**config.mk**
```make
export PLATFORM = sky130hd
export DESIGN_NAME = trig_capture_ctrl
export DESIGN_NICKNAME = d
export VERILOG_FILES = /design/src/rtl/capture_pkg.sv /design/src/rtl/cap_ring_ptr.sv /design/src/rtl/trig_capture_ctrl.sv
export SDC_FILE = /design/constraint.sdc
export NUM_CORES = 1
export LEC_CHECK = 0
export ABC_AREA = 1
export BUFFER_PORTS_ARGS = -buffer_cell sky130_fd_sc_hd__buf_2
export CAP_MARGIN = 10
export CELL_PAD_IN_SITES_DETAIL_PLACEMENT = 1
export CELL_PAD_IN_SITES_GLOBAL_PLACEMENT = 1
export CORE_UTILIZATION = 43
export CTS_CLUSTER_DIAMETER = 50
export DETAILED_ROUTE_END_ITERATION = 10
export PLACE_DENSITY = 0.81
export SETUP_SLACK_MARGIN = 0.02
export SYNTH_ARGS = -nofsm -noshare
export SYNTH_HDL_FRONTEND = slang
export SYNTH_SLANG_ARGS = --single-unit
```
**constraint.sdc**
```tcl
create_clock -name ADC_clk -period 6.45 [get_ports ADC_clk]
set_clock_uncertainty 0.05 [all_clocks]
set_input_delay 0.645 -clock ADC_clk [delete_from_list [all_inputs] [get_ports ADC_clk]]
set_output_delay 0.645 -clock ADC_clk [all_outputs]
set_load 0.02 [all_outputs]
```
**src/rtl/capture_pkg.sv**
```systemverilog
// Shared capture definitions: FSM states, default widths and frame arithmetic.
package capture_pkg;

    localparam int unsigned CAP_ADDR_W = 10;
    localparam int unsigned CAP_DATA_W = 8;

    typedef enum logic [2:0] {
        ST_IDLE      = 3'd0,
        ST_PRE       = 3'd1,
        ST_WAIT_TRIG = 3'd2,
        ST_POST      = 3'd3,
        ST_DONE      = 3'd4
    } cap_state_t;

    // Post-trigger sample count of a frame: ring depth minus the pre-trigger history.
    function automatic logic [31:0] calc_post_len(input logic [31:0] pre_q,
                                                  input int unsigned addr_w);
        return (32'd1 << addr_w) - pre_q;
    endfunction

endpackage

```
**src/rtl/cap_ring_ptr.sv**
```systemverilog
// Wrapping sample-RAM write pointer plus frame sample counter with limit compare.
module cap_ring_ptr #(
    parameter int unsigned ADDR_W = 10
) (
    input  logic              ADC_clk,
    input  logic              sys_rst,
    input  logic              clr,
    input  logic              step,
    input  logic              cnt_en,
    input  logic              cnt_zero,
    input  logic [ADDR_W:0]   limit,
    output logic [ADDR_W-1:0] wr_ptr,
    output logic              hit_c
);

    localparam int unsigned CNT_W = ADDR_W + 1;

    logic [CNT_W-1:0] cnt;
    logic [CNT_W-1:0] cnt_base_c;
    logic [CNT_W-1:0] cnt_inc_c;

    // cnt_zero restarts the count so a coincident sample becomes count 1.
    assign cnt_base_c = cnt_zero ? '0 : cnt;
    assign cnt_inc_c  = cnt_base_c + CNT_W'(1);
    assign hit_c      = step && cnt_en && (cnt_inc_c == limit);

    // Pointer wraps naturally modulo 2^ADDR_W; counter only moves when enabled.
    always_ff @(posedge ADC_clk) begin
        if (sys_rst || clr) begin
            wr_ptr <= '0;
            cnt    <= '0;
        end else begin
            if (step) begin
                wr_ptr <= ADDR_W'(wr_ptr + ADDR_W'(1));
            end
            if (cnt_en) begin
                cnt <= step ? cnt_inc_c : cnt_base_c;
            end
        end
    end

endmodule

```
**src/rtl/trig_capture_ctrl.sv**
```systemverilog
// Framed ADC capture controller: pre-trigger history, post-trigger count, done/ack handoff.
module trig_capture_ctrl
    import capture_pkg::*;
#(
    parameter int unsigned ADDR_W = CAP_ADDR_W,
    parameter int unsigned DATA_W = CAP_DATA_W
) (
    input  logic              ADC_clk,
    input  logic              sys_rst,
    input  logic [DATA_W-1:0] adc_data,
    input  logic              sample_en,
    input  logic              arm,
    input  logic [ADDR_W-1:0] pre_len,
    input  logic              trig_flag,
    input  logic              rd_ack,
    output logic              wr_en,
    output logic [ADDR_W-1:0] wr_addr,
    output logic [DATA_W-1:0] wr_data,
    output logic [ADDR_W-1:0] trig_addr,
    output logic [ADDR_W-1:0] start_addr,
    output logic              done,
    output logic              busy
);

    localparam int unsigned CNT_W = ADDR_W + 1;

    cap_state_t        state_q;
    cap_state_t        state_d;
    logic [ADDR_W-1:0] pre_q;
    logic [CNT_W-1:0]  post_len;
    logic [CNT_W-1:0]  limit_c;
    logic [ADDR_W-1:0] wr_ptr;
    logic              arm_ok_c;
    logic              step_c;
    logic              cnt_en_c;
    logic              trig_ok_c;
    logic              hit_c;
    logic              enter_done_c;

    assign post_len = CNT_W'(calc_post_len(32'(pre_q), ADDR_W));

    // Datapath controls decoded from the current state only.
    assign arm_ok_c     = (state_q == ST_IDLE) && arm;
    assign step_c       = sample_en && (state_q inside {ST_PRE, ST_WAIT_TRIG, ST_POST});
    assign trig_ok_c    = (state_q == ST_WAIT_TRIG) && trig_flag;
    assign cnt_en_c     = (state_q == ST_PRE) || (state_q == ST_POST) || trig_ok_c;
    assign limit_c      = (state_q == ST_PRE) ? {1'b0, pre_q} : post_len;
    assign enter_done_c = (state_d == ST_DONE) && (state_q != ST_DONE);

    cap_ring_ptr #(
        .ADDR_W (ADDR_W)
    ) u_ring_ptr (
        .ADC_clk  (ADC_clk),
        .sys_rst  (sys_rst),
        .clr      (arm_ok_c),
        .step     (step_c),
        .cnt_en   (cnt_en_c),
        .cnt_zero (trig_ok_c),
        .limit    (limit_c),
        .wr_ptr   (wr_ptr),
        .hit_c    (hit_c)
    );

    // State register.
    always_ff @(posedge ADC_clk) begin
        if (sys_rst) begin
            state_q <= ST_IDLE;
        end else begin
            state_q <= state_d;
        end
    end

    // Next-state logic; a trigger whose coincident sample completes the frame skips POST.
    always_comb begin
        state_d = state_q;
        case (state_q)
            ST_IDLE: begin
                if (arm) begin
                    state_d = (pre_len == '0) ? ST_WAIT_TRIG : ST_PRE;
                end
            end
            ST_PRE: begin
                if (hit_c) begin
                    state_d = ST_WAIT_TRIG;
                end
            end
            ST_WAIT_TRIG: begin
                if (trig_flag) begin
                    state_d = hit_c ? ST_DONE : ST_POST;
                end
            end
            ST_POST: begin
                if (hit_c) begin
                    state_d = ST_DONE;
                end
            end
            ST_DONE: begin
                if (rd_ack) begin
                    state_d = ST_IDLE;
                end
            end
            default: state_d = ST_IDLE;
        endcase
    end

    // Registered RAM write port, frame addresses and status flags.
    always_ff @(posedge ADC_clk) begin
        if (sys_rst) begin
            pre_q      <= '0;
            wr_en      <= 1'b0;
            wr_addr    <= '0;
            wr_data    <= '0;
            trig_addr  <= '0;
            start_addr <= '0;
            done       <= 1'b0;
            busy       <= 1'b0;
        end else begin
            wr_en <= step_c;
            if (step_c) begin
                wr_addr <= wr_ptr;
                wr_data <= adc_data;
            end
            if (arm_ok_c) begin
                pre_q     <= pre_len;
                trig_addr <= '0;
            end
            if (trig_ok_c) begin
                trig_addr <= wr_ptr;
            end
            // Frame always completes on a write, so the oldest sample is the next slot.
            if (enter_done_c) begin
                start_addr <= ADDR_W'(wr_ptr + ADDR_W'(1));
            end
            done <= (state_d == ST_DONE);
            busy <= (state_d inside {ST_PRE, ST_WAIT_TRIG, ST_POST});
        end
    end

endmodule

```
; Word level (Yosys, flattened, before mapping)
; Index checks and enable logic that the tools add are counted.
[word_totals]
ff_bits = 75
latch_bits = 0
ram_bits = 0
romBits = 0
out_inout_bits = 41
wordCells = 51
mem_count = 0
[classes]
n_addsub = 3
mul = 0
div_mod_pow = 0
magnitude_cmp = 0
n_eq_ne = 10
n_shift = 0
mux = 13
n_bitwise = 0
n_reduce_logical = 14
[op_table]
columns = op, n
row1 = $mux 11, 3
row2 = $mux 10, 2
row3 = $mux 3, 6
row4 = $pmux 3 s5, 1
row5 = $eq 3x2->1 const B, 4
row6 = $add 11x1->11 const B, 1
row7 = $eq 11x11->1, 1
row8 = $sub 11x10->11 const A, 1
row9 = $add 10x1->10 const B, 1
row10 = $logic_not 10->1, 1
row11 = $eq 3x1->1 const B, 2
row12 = $eq 3x3->1 const B, 2
row13 = $logic_and 1x1->1, 6
row14 = $reduce_bool 3->1, 2
row15 = $logic_not 3->1, 1
row16 = $logic_or 1x1->1, 3
row17 = $ne 3x3->1 const B, 1
row18 = $mux 2, 1
row19 = $reduce_bool 2->1, 1

; Depth between registers and ports, before layout
; Gate-level depths: netlist of run 1.
[depth]
ltp_word = 11
ltp_mapped = 22

; Modules after synthesis
; A second synthesis of run 1 with hierarchy kept.
[unflattened]
cells_unflattened = 581
area_unflattened_um2 = 3922.5
[modules_own_cells]
columns = mod, n_inst, cells_per_inst, area_each_um2, seq_area_each_um2
row1 = trig_capture_ctrl, 1, 328, 2401.1, 1081.0
row2 = cap_ring_ptr, 1, 253, 1521.5, 420.4

; Least setup slack after synthesis of run 1
; No wires, ideal clock.
[synth_path]
path_type = input to register
from = input trig_flag
to = register start_addr[5]
setup_ns = 0.135
arrival_ns = 2.587
slack_ns = 3.678
cell_stages = 17
path_buffers = 2
cell_sequence = nand4_4 -> buf_4 -> inv_2 -> nor2_1 -> ha_1 -> nand4_1 -> nor2_2 -> nand2_1 -> nand2_1 -> nand3_1 -> nand2_1 -> nand3_1 -> nor2_4 -> o211ai_4 -> buf_6 -> nor2_2 -> nor3b_2
[synth_via]
elab_chain_cells = 10
elab_cells_between_ends = 14
[synth_lines]
columns = item, line_no
row1 = from (decl), trig_capture_ctrl.sv:14  ; input logic trig_flag,
row2 = $logic_and 1x1->1, trig_capture_ctrl.sv:45  ; assign trig_ok_c = (state_q == ST_WAIT_TRIG) && trig_flag;
row3 = $mux 11, cap_ring_ptr.sv:23  ; assign cnt_base_c = cnt_zero ? '0 : cnt;
row4 = $add 11x1->11, cap_ring_ptr.sv:24  ; assign cnt_inc_c = cnt_base_c + CNT_W'(1);
row5 = $eq 11x11->1, cap_ring_ptr.sv:25  ; assign hit_c = step && cnt_en && (cnt_inc_c == limit);
row6 = $logic_and 1x1->1, cap_ring_ptr.sv:25
row7 = $mux 3, trig_capture_ctrl.sv:89  ; state_d = hit_c ? ST_DONE : ST_POST;
row8 = $mux 3, trig_capture_ctrl.sv:88  ; if (trig_flag) begin
row9 = $pmux 3 s5 (*), trig_capture_ctrl.sv:76  ; case (state_q)
row10 = $eq 3x3->1 (*), trig_capture_ctrl.sv:48  ; assign enter_done_c = (state_d == ST_DONE) && (state_q != ST_DONE);
row11 = $logic_and 1x1->1 (*), trig_capture_ctrl.sv:48
row12 = to (signal assigned), trig_capture_ctrl.sv:132  ; start_addr <= ADDR_W'(wr_ptr + ADDR_W'(1));
row13 = to (decl), trig_capture_ctrl.sv:20  ; output logic [ADDR_W-1:0] start_addr,
; Every way passes the cells marked *; elsewhere a longest branch is shown, timed or not.
; A chain may end at the register's enable or synchronous reset.

; Worst setup path in the final report of run 1
[layout_path]
from = register state_q[1]
to = register start_addr[3]
[layout_via]
elab_chain_cells = 11
elab_cells_between_ends = 26
[layout_lines]
columns = item, line_no
row1 = from (decl), trig_capture_ctrl.sv:27  ; cap_state_t state_q;
row2 = from (signal assigned), trig_capture_ctrl.sv:69  ; state_q <= state_d;
row3 = $eq 3x2->1, "trig_capture_ctrl.sv:44, trig_capture_ctrl.sv:45, trig_capture_ctrl.sv:76"
row4 = $logic_and 1x1->1, trig_capture_ctrl.sv:45
row5 = $mux 11, cap_ring_ptr.sv:23
row6 = $add 11x1->11, cap_ring_ptr.sv:24
row7 = $eq 11x11->1, cap_ring_ptr.sv:25
row8 = $logic_and 1x1->1, cap_ring_ptr.sv:25
row9 = $mux 3, trig_capture_ctrl.sv:89
row10 = $mux 3, trig_capture_ctrl.sv:88
row11 = $pmux 3 s5, trig_capture_ctrl.sv:76
row12 = $eq 3x3->1, trig_capture_ctrl.sv:48
row13 = $logic_and 1x1->1 (*), trig_capture_ctrl.sv:48
; Marked as above.

==> results.yml, run 1 <==
synth:
  syn_area_per_cell_um2: 6.83
  syn-num-nets: 578
  yosysUniqueCellTypes: 34
  synth_area_mm2: 0.00376
  synth.yosys.seq_area_share_pct: 39.9
  synthArstFlopShare_pct: 0
  netlist_instances: 551
  ys.flop_type: "dfxtp_1"
  ys.warnings.count: 0
  ys_ff_latch: 75
  synth_edf_count: 0
timing:
  worst_slew_pin_slew_ps: 1010
  relSlewSlack_pct: 32.5
  hold_viol: 0
  layout_min_cycle_time_ps: 3710
  fmax_mhz: 269
  rsz0062_at_grt: "no"
  tns_ps: 0
  slew_violations: 0
  post-route-period-util_pct: 57.6
  setup_viol: 0
pwr:
  clockPowerShare_pct: 38.1
  pwr-share-seq_pct: 46.0
  power.total_mw: 1.08
  power_switching_mw: 0.306
  leakagePower_nw: 2.15
  internal-power_mw: 0.774
  p_per_area_mw_per_mm2: 248
  swShare_pct: 28.4
  ir_drop_mv: 0.164
  power_frac_comb_pct: 15.9
placed_design:
  dpl.hpwl_um: 8250
  place.gp.congestion: 0.848
  dpl_cell_area_mm2: 0.00414
  place_inst: 701
  port_buffers: 64
cells_and_area:
  post-route-util_pct: 52.3
  design_area_mm2: 0.00436
  fill_cells: 1141
  layout.nets: 634
  syn_to_final_growth_pct: 15.9
  stdcell_count: 717
  diodes: 0
  drive_above_1_share_pct: 16.5
critical_path:
  cp.required_ps: 6670
  end_kind: "flop"
  r2r_cells: 14
  worstPathMaxFanout: 32
  r2r_start: "state_q[1]"
  reg2reg_to: "start_addr[3]"
  r2r_slack_ps: 2740
  critPathArrivalTime_ps: 3930
  worstSetupStartpointType: "flop"
  critPathKind: "reg -> reg"
grt:
  track_usage_pct: 25.8
  overflow: 0
  grt_max_degree: 35
  antenna_found_initial: 0
  grt_first_pass_wirelength_um: 17900
  grt_pass1_vias: 3813
detailed_routing:
  wl_um: 11000
  drc: 0
  dr_total_vias: 3771
  firstDrtPassIters: 4
  final_antenna_net_count: 0
  drtIter0Drc: 149
  wire_per_inst_um: 15.3
  post_drt_via_cell_ratio: 5.26
die:
  die_area_mm2: 0.00913
  dieWidth_um: 95.6
  start_util_pct: 45.1
  dieHeight_um: 95.6
  coreArea_mm2: 0.00834
  boundaryPins: 65
  row_count: 33
hold_path:
  hold_path_depth: 2
  hold_end: "wr_data[5]"
  worstHoldStart: "wr_data[5]"
  worst_hold_path_type: "reg -> reg"
clock_tree:
  cts_made_buffers: 9
  cts.clk_slew.worst_paths_ps: 80
  holdBufCountCts: 0
  clk_latency_ps: 350
  root_buffer: "clkbuf_8"
  cts_setup_buffers: 0
  cts_tree: "yes"
  cts_sinks: 75
  ctsResizeCount: 0
  htree_levels: 3
  clockBufferDepth: 2
outcome:
  status: "completed"
run:
  drv_cap: 0
[critical path, stage by stage (launching register included)]
cell      delay, ps
dfxtp_1         420
inv_1           110
nand2_1         130
nand2_1         600
a21oi_1         930
nand3_1         140
nor2_1          140
nand3_1          80
nor2_1           90
nand3_1         120
nor2_4          180
o211ai_4        230
inv_2           160
o21ai_0         100
nor2_1          150
[worst max-delay path by stage]
stage / cells after the start / end / start
after floorplan: 17 / start_addr[5] / trig_flag
after global routing: 14 / start_addr[3] / state_q[1]
after global placement: 15 / start_addr[6] / sample_en
after detailed placement: 15 / start_addr[3] / sample_en
final: 14 / start_addr[3] / state_q[1]
after CTS: 14 / start_addr[3] / state_q[1]
[area by class of cell]
cell class	count	area [µm²]	share of cell area [%]
Sequential cell	75	1500	34.4
Inverter	83	312	7.14
Clock inverter	4	72.6	1.66
Multi-Input combinational cell	373	1860	42.7
Clock buffer	12	155	3.56
Tap cell	105	131	3.01
Timing Repair Buffer	65	328	7.51
[cells by family (layout without fill, tap and decap cells)]
logic type,Yosys count,in the layout,share of synthesized area (%)
AOI/OAI and AO/OA,105,105,15.4
buffers and inverters,103,164,10.6
DFF,75,75,39.9
adders and majority gates,3,3,0.997
xor gates and xnor gates,12,12,2.79
and+or+nand+nor,253,253,30.3
[synthesized netlist by cell type (all sizes together), types with 4 or more instances]
cell | number | area (µm²)
o21ai | 48 | 240
dfxtp | 75 | 1500
buf | 4 | 27.5
xor2 | 12 | 105
clkbuf | 16 | 60.1
inv | 81 | 304
nand2 | 118 | 445
a21oi | 44 | 220
nand3 | 54 | 270
nor3b | 5 | 62.6
nor3 | 4 | 20.0
nor2 | 63 | 269
o2111ai | 4 | 35.0
nand4 | 5 | 46.3
[flip-flops by register name (all words and copies together) (netlist names)]
| register | cells |
|---|---|
| busy | 1 |
| done | 1 |
| pre_q | 10 |
| start_addr | 10 |
| state_q | 3 |
| trig_addr | 10 |
| u_ring_ptr.cnt | 11 |
| u_ring_ptr.wr_ptr | 10 |
| wr_addr | 10 |
| wr_data | 8 |
| wr_en | 1 |
[metal layers]
metal  share of wire [%]  wire length (µm)  global-route usage (%)  vias to the layer above
met5                   0                 0                       0                        -
met1                  41              4470                    28.0                     1817
li1                    -                 -                       -                     1886
met4                 2.1               234                    9.83                        0
met2                  55              5980                    48.9                       50
met3                 2.5               273                    4.78                       18
[power by group through the flow]
stage	clock (mW)	combinational [mW]	sequential, mW
2_1_floorplan	0	0.111	0.513
3_3_place_gp	0	0.166	0.506
3_5_place_dp	0	0.171	0.507
4_1_cts	0.425	0.173	0.497
5_1_grt	0.443	0.193	0.498
6_report	0.412	0.172	0.497
[stage by stage]
| step | hold WS, ps | setup WS, ps |
|---|---|---|
| after global routing | 455 | 2240 |
| after floorplan | 395 | 3680 |
| after detailed placement | 417 | 2430 |
| after global placement | 412 | 2680 |
| after CTS | 435 | 2690 |
| final | 429 | 2740 |
[placed cells by master (no fill, tap or decap), drive strengths merged, types with 4 or more instances in the layout]
cell type  Yosys  routed
o21ai         48      48
nor3           4       4
clkbuf        16      12
nand4          5       5
nor3b          5       5
inv           81      81
o2111ai        4       4
xor2          12      12
nor2          63      63
a21oi         44      44
buf            4      65
dfxtp         75      75
nand2        118     118
nand3         54      54
No activity file was read; power rests on OpenSTA's default activity.
==> inputs of run 2 (changes only) <==
CORE_UTILIZATION = 40   (was 43)
PLACE_DENSITY = 0.76   (was 0.81)
clock period = 3.45 ns   (was 6.45 ns; I/O delays follow)
==> results.yml, run 2 (synthesized netlist as in run 1, its figures left out) <==
clock_tree:
  holdBufCountCts: 0
  htree_levels: 3
  clockBufferDepth: 2
  cts_tree: "yes"
  clk_latency_ps: 350
  cts.clk_slew.worst_paths_ps: 90
  root_buffer: "clkbuf_8"
  cts_made_buffers: 9
  cts_sinks: 75
critical_path:
  worstPathMaxFanout: 16
  critPathArrivalTime_ps: 3350
  crit_start: "state_q[2]"
  critPathKind: "reg -> reg"
  worstSetupStartpointType: "flop"
  cp.required_ps: 3680
  crit_end: "start_addr[0]"
  r2r_start: "state_q[2]"
  r2r_slack_ps: 330
  r2r_cells: 17
  reg2reg_to: "start_addr[0]"
  end_kind: "flop"
pwr:
  power_frac_comb_pct: 16.3
  ir_drop_mv: 0.260
  leakagePower_nw: 2.18
  clockPowerShare_pct: 36.5
  power.total_mw: 1.96
  power_switching_mw: 0.602
  p_per_area_mw_per_mm2: 443
  internal-power_mw: 1.36
  swShare_pct: 30.6
  pwr-share-seq_pct: 47.2
timing:
  worst_slew_pin_slew_ps: 835
  layout_min_cycle_time_ps: 3120
  relSlewSlack_pct: 44.3
  setup_viol: 0
  fmax_mhz: 321
  timing.final.ws_setup_ps: 334
  slew_violations: 0
  hold_viol: 0
  post-route-period-util_pct: 90.3
die:
  dieHeight_um: 99.0
  start_util_pct: 40.9
  die_area_mm2: 0.00980
  coreArea_mm2: 0.00920
  row_count: 35
  dieWidth_um: 99.0
  boundaryPins: 65
detailed_routing:
  drc: 0
  drtIter0Drc: 111
  dr_total_vias: 3798
  firstDrtPassIters: 5
  wire_per_inst_um: 15.0
  post_drt_via_cell_ratio: 5.19
  wl_um: 11000
  final_antenna_net_count: 0
grt:
  antenna_found_initial: 0
  overflow: 0
  grt_max_degree: 35
  grt_pass1_vias: 3974
  track_usage_pct: 23.4
  grt_first_pass_wirelength_um: 18200
outcome:
  status: "completed"
cells_and_area:
  diodes: 0
  stdcell_count: 732
  largest_reg_flops: 11
  fill_cells: 1237
  mostFrequentLayoutCells: "nand2_1, inv_1, dfxtp_1"
  layout_commonest_cell: "nand2_1"
  multi_input_area_mm2: 0.00187
  drive_above_1_share_pct: 17.9
  layout.nets: 643
  seqCellArea_mm2: 0.00150
  top_register: "u_ring_ptr.cnt"
  syn_to_final_growth_pct: 17.8
  post-route-util_pct: 48.2
placed_design:
  port_buffers: 64
  place.gp.congestion: 0.912
  dpl.hpwl_um: 8120
  post-place-ws_ps: 301
  place_inst: 712
hold_path:
  worst_hold_path_type: "in -> reg"
  worstHoldStart: "adc_data[2]"
run:
  drv_cap: 0
-- run 2: through the flow --
step | setup TNS [ps] | hold WS [ps] | cell area, µm²
floorplan | 0 | 395 | 3760
global placement | 0 | 410 | 4180
detailed placement | 0 | 415 | 4180
CTS | 0 | 184 | 4390
global route | -26.9 | 206 | 4440
finish | 0 | 192 | 4440
-- run 2: worst min path at each step --
stage | endpoint | depth (start not counted) | slack [ps]
after floorplan | trig_addr[9] | 2 | 400
after global placement | wr_data[4] | 2 | 410
after detailed placement | wr_addr[0] | 2 | 410
after CTS | wr_data[2] | 3 | 180
after global routing | wr_data[1] | 3 | 210
final | wr_data[2] | 3 | 190
-- run 2: power groups by stage --
stage          sequential [mW]  combinational [mW]  clock (mW)
6_report                 0.927               0.320       0.717
3_3_place_gp             0.946               0.315           0
4_1_cts                  0.928               0.326       0.735
5_1_grt                  0.933               0.364       0.765
2_1_floorplan            0.960               0.208           0
3_5_place_dp             0.948               0.323           0
-- run 2: area by class of cell --
class                           instances  share of cell area [%]
Multi-Input combinational cell        373                    42.1
Clock inverter                          6                    1.58
Inverter                               83                    7.02
Sequential cell                        75                    33.8
Timing Repair Buffer                   74                    9.19
Clock buffer                           10                    3.10
Tap cell                              111                    3.13
-- run 2: worst max-delay path: stages (launching register included) --
cell,delay [ps]
dfxtp_1,430
inv_2,100
nand4_4,210
inv_2,190
nor2_1,180
ha_1,210
nand4_1,240
nor2_4,210
nand2_1,90
nand2_1,80
nand3_1,70
nand2_1,70
nand3_1,110
nor2_4,190
o211ai_4,180
buf_4,180
nand2_1,70
nor3b_2,170
-- run 2: what timing repair did --
| item | CTS | global route |
|---|---|---|
| endpoints found under the setup margin | 0 | 7 |
| buffers inserted | 0 | 4 |
| resized for setup | 0 | 1 |
-- run 2: routing by layer --
metal / GRT usage, % / share of wire (%) / up-vias
li1: - / - / 1902
met1: 25.9 / 42 / 1825
met2: 45.1 / 54 / 53
met3: 4.26 / 2.4 / 18
met4: 6.54 / 1.6 / 0
met5: 0 / 0 / -
==> inputs of run 3 (changes only) <==
CORE_UTILIZATION = 36   (was 40)
PLACE_DENSITY = 0.72   (was 0.76)
clock period = 2.55 ns   (was 3.45 ns; I/O delays follow)
==> results.yml, run 3 (synthesized netlist as in run 1, its figures left out) <==
outcome:
  status: "complete, but fails checks"
  violations: "negative setup slack"
pwr:
  ir_drop_mv: 0.334
  power_frac_comb_pct: 18.3
  power.total_mw: 2.68
  clockPowerShare_pct: 34.8
  leakagePower_nw: 2.25
  pwr-share-seq_pct: 46.8
  swShare_pct: 31.2
  internal-power_mw: 1.84
  p_per_area_mw_per_mm2: 573
  power_switching_mw: 0.837
grt:
  track_usage_pct: 21.8
  grt_use_met3_pct: 4.14
  grt_first_pass_wirelength_um: 19100
  groute.layer.met1.usage_pct: 25.0
  overflow: 0
  grt_busiest_layer: "met2"
  grt_pass1_vias: 3992
  grt_max_degree: 35
  use_met2_pct: 40.0
  antenna_found_initial: 0
clock_tree:
  cts_made_buffers: 9
  cts_sinks: 75
  htree_levels: 3
  root_buffer: "clkbuf_8"
  holdBufCountCts: 0
  cts_tree: "yes"
  cts.clk_slew.worst_paths_ps: 80
  clockBufferDepth: 2
  clk_latency_ps: 350
die:
  start_util_pct: 37.8
  boundaryPins: 65
  coreArea_mm2: 0.00995
  row_count: 36
  dieWidth_um: 104
  die_area_mm2: 0.0109
  dieHeight_um: 104
cells_and_area:
  largest_reg_flops: 11
  layout_commonest_cell: "nand2_1"
  top_register: "u_ring_ptr.cnt"
  layout.nets: 661
  mostFrequentLayoutCells: "nand2_1, inv_1, dfxtp_1"
  drive_above_1_share_pct: 23.3
  post-route-util_pct: 47.0
  stdcell_count: 772
  diodes: 0
  syn_to_final_growth_pct: 24.3
timing:
  layout_min_cycle_time_ps: 2580
  fmax_mhz: 388
  rsz0062_at_grt: "yes"
  post-route-period-util_pct: 101
  slew_violations: 0
  relSlewSlack_pct: 41.8
  tns_ps: -127
  hold_viol: 0
  timing.final.ws_setup_ps: -27.1
  setup_viol: 9
  worst_slew_pin_slew_ps: 872
critical_path:
  critPathKind: "reg -> reg"
  crit_buf_inv: 3
  critPathMaxStageDelay_ps: 360
  crit_path_frequent_cell: "nand2_2"
  cp.required_ps: 2750
  critPathArrivalTime_ps: 2780
  end_kind: "flop"
  worstPathMaxFanout: 4
  worstPathCellList: "inv_2, nand4_4, inv_2, nor2_4, ha_4, nand4_1, nor2_4, nand2_2, nand2_2, nand3_2, nand2_1, nand3_2, nor2_4, buf_6, a21oi_1, nor2_1, nand2_1, nand2_2, nand2_2"
  worstSetupStartpointType: "flop"
  crit_family: "simple AND/OR/NAND/NOR gates"
  cp_slowest_cell: "dfxtp_2"
placed_design:
  place.gp.congestion: 0.870
  place_inst: 744
  post-place-ws_ps: -132
  dpl.hpwl_um: 8420
  port_buffers: 64
detailed_routing:
  drc: 0
  firstDrtPassIters: 4
  wl_um: 11500
  wire_per_inst_um: 14.9
  dr_total_vias: 3880
  post_drt_via_cell_ratio: 5.03
  final_antenna_net_count: 0
  drtIter0Drc: 94
run:
  drv_cap: 0
hold_path:
  worst_hold_path_type: "in -> reg"
-- run 3: changes by cell type in the layout (fill, tap and decap cells not counted), sizes merged --
cell      previous run  this run
o211ai               2         4
buf                 74        90
inv                 83        82
clkinvlp             3         1
clkinv               2         5
-- run 3: path summary, 6_finish.rpt --
kind                                  start         end  slack [ps]  cells past startpoint
worst max register to register   state_q[2]        busy         -30                     19
worst max-delay path             state_q[2]        busy         -30                     19
worst min-delay path            adc_data[0]  wr_data[0]         100                      3
worst min register to register   wr_data[6]  wr_data[6]         430                      2
-- run 3: stage by stage --
step,cell area [µm²],hold slack [ps]
2_1_floorplan,3770,372
3_3_place_gp,4290,407
3_5_place_dp,4290,421
4_1_cts,4560,85.0
5_1_grt,4680,97.2
6_report,4680,97.5
-- run 3: routing by layer --
metal,vias to the layer above,wire length [µm]
met3,16,314
met2,55,6020
met1,1859,5000
met5,-,0
met4,0,192
li1,1950,-
-- run 3: tightest hold or removal path, delay by kind of cell --
kind / cells / cell delay, ps
buffers and inverters: 1 / 70
AOI/OAI and AO/OA: 1 / 70
and+or+nand+nor: 1 / 70
-- run 3: timing repair --
action / CTS / global route
setup buffers: 3 / 7
gates resized for setup: 12 / 16
pin swaps: 11 / 14
endpoints found under the setup margin: 15 / 15
cloned: 1 / 1
-- run 3: area by class of cell --
type	count	area, µm²
fill	1325	5280
multi-input combinational	375	1980
sequential	75	1510
timing repair buffer	90	523
inverter	83	314
tap	133	166
clock buffer	10	128
clock inverter	6	65.1
-- run 3: power by group through the flow --
stage | sequential [mW] | clock, mW | combinational, mW
final | 1.25 | 0.934 | 0.491
after global routing | 1.26 | 1.00 | 0.549
after CTS | 1.26 | 0.957 | 0.460
after detailed placement | 1.28 | 0 | 0.449
after global placement | 1.28 | 0 | 0.433
after floorplan | 1.30 | 0 | 0.281
